===== src/rtl/up_down_counter_if.sv =====
// Control and status bundle for up_down_counter: stimulus drives the master side,
// the counter implements the slave side.
interface up_down_counter_if #(
  parameter int unsigned WIDTH = 8
);
  logic             enable;
  logic             inc_dec;
  logic [WIDTH-1:0] start_value;
  logic [WIDTH-1:0] count_out;
  logic             wrap;

  modport master (
    output enable,
    output inc_dec,
    output start_value,
    input  count_out,
    input  wrap
  );

  modport slave (
    input  enable,
    input  inc_dec,
    input  start_value,
    output count_out,
    output wrap
  );
endinterface


===== src/rtl/up_down_counter.sv =====
// Loadable up/down counter with enable; areset doubles as the start_value load strobe.
// Define UP_DOWN_COUNTER_SATURATE_EN to saturate at the ends instead of wrapping.
module up_down_counter #(
  parameter int unsigned WIDTH = 8
) (
  input  logic             aclk,
  input  logic             areset,
  up_down_counter_if.slave bus
);

  localparam logic [WIDTH-1:0] CNT_MAX  = '1;
  localparam logic [WIDTH-1:0] CNT_ZERO = '0;
  localparam logic [WIDTH-1:0] CNT_ONE  = WIDTH'(1);

  logic [WIDTH-1:0] cnt_q, cnt_d;
  logic             wrap_q, wrap_d;

  // Next count and crossing detection; wrap_d only rises on an enabled edge that crosses an end.
  always_comb begin
    cnt_d  = cnt_q;
    wrap_d = 1'b0;
    if (bus.enable) begin
      if (!bus.inc_dec) begin
`ifdef UP_DOWN_COUNTER_SATURATE_EN
        if (cnt_q != CNT_MAX) cnt_d = cnt_q + CNT_ONE;
`else
        cnt_d  = cnt_q + CNT_ONE;
        wrap_d = (cnt_q == CNT_MAX);
`endif
      end else begin
`ifdef UP_DOWN_COUNTER_SATURATE_EN
        if (cnt_q != CNT_ZERO) cnt_d = cnt_q - CNT_ONE;
`else
        cnt_d  = cnt_q - CNT_ONE;
        wrap_d = (cnt_q == CNT_ZERO);
`endif
      end
    end
  end

  always_ff @(posedge aclk) begin
    if (areset) begin
      cnt_q  <= bus.start_value;
      wrap_q <= 1'b0;
    end else begin
      cnt_q  <= cnt_d;
      wrap_q <= wrap_d;
    end
  end

  assign bus.count_out = cnt_q;
  assign bus.wrap      = wrap_q;

endmodule


===== src/flat_wrapper.sv =====
// flat-port wrapper written by rule: the top's interface ports become plain ports
module up_down_counter_flat 
#(
  parameter int unsigned WIDTH = 8
)
  (aclk, areset, bus_enable, bus_inc_dec, bus_start_value, bus_count_out, bus_wrap);
  up_down_counter_if #(.WIDTH(WIDTH)) bus_i ();
  input  logic aclk;
  input  logic areset;
  input wire logic [$bits(bus_i.enable)-1:0] bus_enable;
  input wire logic [$bits(bus_i.inc_dec)-1:0] bus_inc_dec;
  input wire logic [$bits(bus_i.start_value)-1:0] bus_start_value;
  output wire logic [$bits(bus_i.count_out)-1:0] bus_count_out;
  output wire logic [$bits(bus_i.wrap)-1:0] bus_wrap;
  assign bus_i.enable = bus_enable;
  assign bus_i.inc_dec = bus_inc_dec;
  assign bus_i.start_value = bus_start_value;
  assign bus_count_out = bus_i.count_out;
  assign bus_wrap = bus_i.wrap;
  up_down_counter #(.WIDTH(WIDTH)) u_core (.aclk(aclk), .areset(areset), .bus(bus_i));
endmodule

===== config.mk =====
export PLATFORM = sky130hd
export DESIGN_NAME = up_down_counter_flat
export DESIGN_NICKNAME = d
export VERILOG_FILES = /design/src/rtl/up_down_counter_if.sv /design/src/rtl/up_down_counter.sv /design/src/flat_wrapper.sv
export SDC_FILE = /design/constraint.sdc
export NUM_CORES = 1
export LEC_CHECK = 0
export BUFFER_PORTS_ARGS = -buffer_cell sky130_fd_sc_hd__buf_2
export CORE_UTILIZATION = 50
export CTS_CLUSTER_SIZE = 8
export DETAILED_ROUTE_END_ITERATION = 6
export GPL_ROUTABILITY_DRIVEN = 1
export PLACE_DENSITY_LB_ADDON = 0.3
export REMOVE_ABC_BUFFERS = 1
export SLEW_MARGIN = 20
export SYNTH_ARGS = -nofsm -noshare
export SYNTH_HDL_FRONTEND = slang
export SYNTH_SLANG_ARGS = --single-unit

===== constraint.sdc =====
create_clock -name aclk -period 2 [get_ports aclk]
set_input_delay 0.4 -clock aclk [delete_from_list [all_inputs] [get_ports aclk]]
set_output_delay 0.4 -clock aclk [all_outputs]
set_load 0.1 [all_outputs]

# Word level (Yosys, flattened, before mapping)
# Index checks and enable logic that the tools add are counted.
word_totals:
  word_cells: 13
  regBits: 9
  input_bits: 12
  output_inout_bits: 9
classes:
  n_mux: 4
  eq_ne: 1
  add_sub_neg: 2
  n_reduce_logical: 3
  bitwise_logic: 1
op_table:
  columns: ["cell", "n"]
  rows:
  - ["2-to-1 mux 8 bit", 3]
  - ["adder 8 x 1 -> 8 bit, second input constant", 1]
  - ["== test 8 bit, second input constant", 1]
  - ["zero test 8 bit", 1]
  - ["subtractor 8 x 1 -> 8 bit, second input constant", 1]
  - ["nonzero test 2 bit", 1]
  - ["OR reduction 2 bit", 1]
  - ["2-to-1 mux 1 bit", 1]
  - ["inverter 1 bit", 1]

# Depth between registers and ports, before layout
depth:
  word_depth: 4
  depth_mapped: 6

# Worst setup path after synthesis
# Ideal clock, no wire load.
synth_timing:
  path_kind: "flip-flop to flip-flop"
  startpoint: "register u_core.cnt_q[0], in the netlist u_core.bus.count_out[0]"
  endpoint: "register u_core.cnt_q[6], in the netlist u_core.bus.count_out[6], data pin"
  path_stages_with_launch: 7
  slack_ns: -0.442
  period_less_slack_ns: 2.442
  t_arrival_ns: 2.160
  n_path_buf: 0
  setup_time_ns: 0.282
  cell_sequence: "edfxtp_1 > inv_1 > fa_1 > nor2b_1 > o31a_1 > nand4bb_1 > o311ai_0"
synth_via:
  elab_chain_cells: 4
  elab_cells_between_ends: 5
  classes_between: "add/sub: 2; mux: 3"
synth_lines:
  columns: ["element", "line_no", "source"]
  rows:
  - ["start: declaration", "up_down_counter.sv:15", "logic [WIDTH-1:0] cnt_q, cnt_d;"]
  - ["start signal: assignment", "up_down_counter.sv:43", "cnt_q <= bus.start_value;"]
  - ["start signal: assignment", "up_down_counter.sv:46", "cnt_q <= cnt_d;"]
  - ["adder 8 x 1 -> 8 bit / subtractor 8 x 1 -> 8 bit (equally long branches)", "up_down_counter.sv:27, up_down_counter.sv:34", null]
  - ["2-to-1 mux 8 bit (*)", "up_down_counter.sv:23", "if (!bus.inc_dec) begin"]
  - ["2-to-1 mux 8 bit (*)", "up_down_counter.sv:22", "if (bus.enable) begin"]
  - ["2-to-1 mux 8 bit (*)", "up_down_counter.sv:42", "if (areset) begin"]
# Mark *: on every way between the ends. The rest lies on a longest branch, timed or not. The select of a mux whose other input is x is not followed.
# A chain may end at the register's enable or synchronous reset.

# Final worst setup path
layout_timing:
  startpoint: "register u_core.cnt_q[3], in the netlist u_core.bus.count_out[3]"
  endpoint: "register u_core.cnt_q[7], in the netlist u_core.bus.count_out[7], data pin"
# The elaborated chain is that of the path after synthesis.

==> flow_metrics.tcl <==
set metrics [dict create \
    die_w_um 40.7 \
    synthCells 80 \
    antennaDiodeCount 0 \
    min-delay-start "bus_enable" \
    cts_tree "yes" \
    drtPass1Iterations 4 \
    grt-ovfl-total 0 \
    rsz0062_at_grt "false" \
    synthTopCellsByCount "edfxtp_1 (8), nor2_1 (7), ha_1 (6), inv_1 (6), nand2_1 (6)" \
    cts_made_buffers 3 \
    synth_edf_count 8 \
    r2r_slack_ns 0.10 \
    holdPathStages 2 \
    critPathCaptureType "register" \
    htreeDepth 1 \
    gp_congestion 0.909 \
    syn_area_per_cell_sq_um 9.37 \
    postCtsSetupRepairBufs 0 \
    nets 127 \
    hold_slack_ns 0.387 \
    utilization_pct 68.4 \
    dieArea_sq_um 1660 \
    die_h_um 40.7 \
    antenna_found_initial 0 \
    cp-start-kind "register" \
    tightest_slew_ns 0.489 \
    finalCritPeriodShare_pct 94.9 \
    num_io_pins 21 \
    layout_min_cycle_time_ns 1.90 \
    synth.most_common_cell "edfxtp_1" \
    cp_slowest_cell "edfxtp_1" \
    crit_buf_inv 0 \
    min_to "u_core.bus.wrap$_SDFF_PP0_" \
    crit_fanout 4 \
    synth_top_area_cell "edfxtp_1" \
    grt_max_degree 16 \
    ys.warnings.count 0 \
    clk_path_buf_depth 2 \
    cts_hold_buffers 0 \
    ctsResizeCount 0 \
    syn_to_final_growth_pct 23.2 \
    synth_area_sq_um 749 \
    reg2reg_to "u_core.bus.count_out[7]$_DFFE_PP_" \
    root_buffer "clkbuf_4" \
    initial_core_util_pct 55.5 \
    grt_pass1_wl_um 2780 \
    skew_ns 0.00369 \
    critical-path-top-delay-family "compound AO/OA/AOI/OAI gates" \
    leakagePower_nw 0.400 \
    ys_seq_area_share_pct 34.7 \
    fp.coreArea_sq_um 1350 \
    drive_above_1_share_pct 29.9 \
    hold_class "input pin to register" \
    yosysTopAreaCellShare_pct 32.1 \
    timing.rr.start "u_core.bus.count_out[3]$_DFFE_PP_" \
    ys_ff_latch 9 \
    synthTopCellsByArea "edfxtp_1 (32%), ha_1 (10%), nor2_1 (3.5%)" \
    clock-sinks 9 \
    ys.flop_type "edfxtp_1" \
    port-buffer-count 20 \
    via_count 726 \
    arrival_ns 1.92 \
    path_cells "ha_1 -> o21ai_0 -> o31a_1 -> a311oi_1 -> o211ai_1" \
    drt-initial-drc-count 15 \
    power_w 0.00104 \
    relSlewSlack_pct 67.6 \
    power.density_nw_per_um2 1130 \
    rows 13 \
    async_flop_share_pct 0 \
    timing.fmax_mhz 527 \
    postRouteAntennaNets 0 \
    status "finished, final reports clean" \
    clock_latency_ns 0.27 \
    finalSetupViolCount 0 \
    grt_pass1_vias 620 \
    viasPerCell 5.95 \
    slew_violations 0 \
    hold_viol 0 \
    vdd_drop_max_uv 655 \
    fin_tns_setup_ns 0 \
    wl_per_cell_um 15.3 \
    slowest_delay_ns 0.45 \
    dpl.hpwl_um 1310 \
    drcViolationCount 0 \
    rr_worst_depth 5 \
    cp.required_ns 2.02 \
    crit_type "register to register" \
    maxCapViolations 0 \
    wl_um 1870 \
    ys_types 38 \
    grtUsageTotal_pct 27.2 \
    clk_pin_slew_ns 0.07 \
]
[worst max-delay path by stage]
stage,from,cells after the start,to
4_1_cts,u_core.bus.count_out[3]$_DFFE_PP_,5,u_core.bus.count_out[7]$_DFFE_PP_
5_1_grt,u_core.bus.count_out[3]$_DFFE_PP_,5,u_core.bus.count_out[7]$_DFFE_PP_
3_5_place_dp,bus_inc_dec,6,u_core.bus.count_out[7]$_DFFE_PP_
2_1_floorplan,u_core.bus.count_out[0]$_DFFE_PP_,6,u_core.bus.count_out[6]$_DFFE_PP_
6_report,u_core.bus.count_out[3]$_DFFE_PP_,5,u_core.bus.count_out[7]$_DFFE_PP_
3_3_place_gp,bus_inc_dec,6,u_core.bus.count_out[7]$_DFFE_PP_
[where the power goes]
group	switching [W]	internal [W]
clock	0.0000761	0.0000775
sequential	0.0000383	0.000252
combinational	0.000426	0.000170
total	0.000540	0.000500
[cell families (layout without fill, tap and decap cells)]
family	after synthesis	count (layout)	synth area share, %
AO/OA/AOI/OAI	22	22	22.0
XOR/XNOR	2	2	2.34
adder cells (fa/ha/maj)	7	7	12.7
buffers and inverters	8	35	4.17
flip-flops	9	9	34.7
multiplexers	1	1	1.34
AND/OR/NAND/NOR	31	31	22.7
[state kept, by name, indices dropped and copies added, names as in the netlist]
register	cells
u_core.bus.count_out	8
u_core.bus.wrap	1
[layer usage]
layer / track usage, % / routed length, um / share of wire, %
met2: 43.3 / 864 / 46
met1: 33.1 / 831 / 44
met5: 0 / 0 / 0
met3: 9.78 / 139 / 7.4
met4: 10.8 / 35 / 1.9
[stage by stage]
step / std cells / worst slack (ns) / cell area [sq um]
2_1_floorplan: 78 / -0.442 / 741
3_3_place_gp: 118 / 0.0609 / 897
3_5_place_dp: 118 / 0.0110 / 897
4_1_cts: 122 / 0.138 / 923
5_1_grt: 122 / 0.0452 / 923
6_report: 122 / 0.103 / 923
[layout make-up]
| class | count | area [sq um] |
|---|---|---|
| Sequential cell | 9 | 260 |
| Clock buffer | 4 | 26.3 |
| Tap cell | 15 | 18.8 |
| Multi-Input combinational cell | 63 | 458 |
| Inverter | 6 | 22.5 |
| Timing Repair Buffer | 25 | 138 |
| Fill cell | 103 | 427 |
[layout by cell type, fill, tap and decap left out, types with 3 or more instances in the layout]
cell	synthesis	layout
buf_4	0	5
o21ai_0	4	4
a211oi_1	3	3
clkbuf_4	0	3
edfxtp_1	8	8
nor3_1	3	3
nor2_1	7	7
ha_1	6	6
nor4_1	3	3
buf_2	1	20
inv_1	6	6
nand2_1	6	6
(Power assumes the default switching activity.)
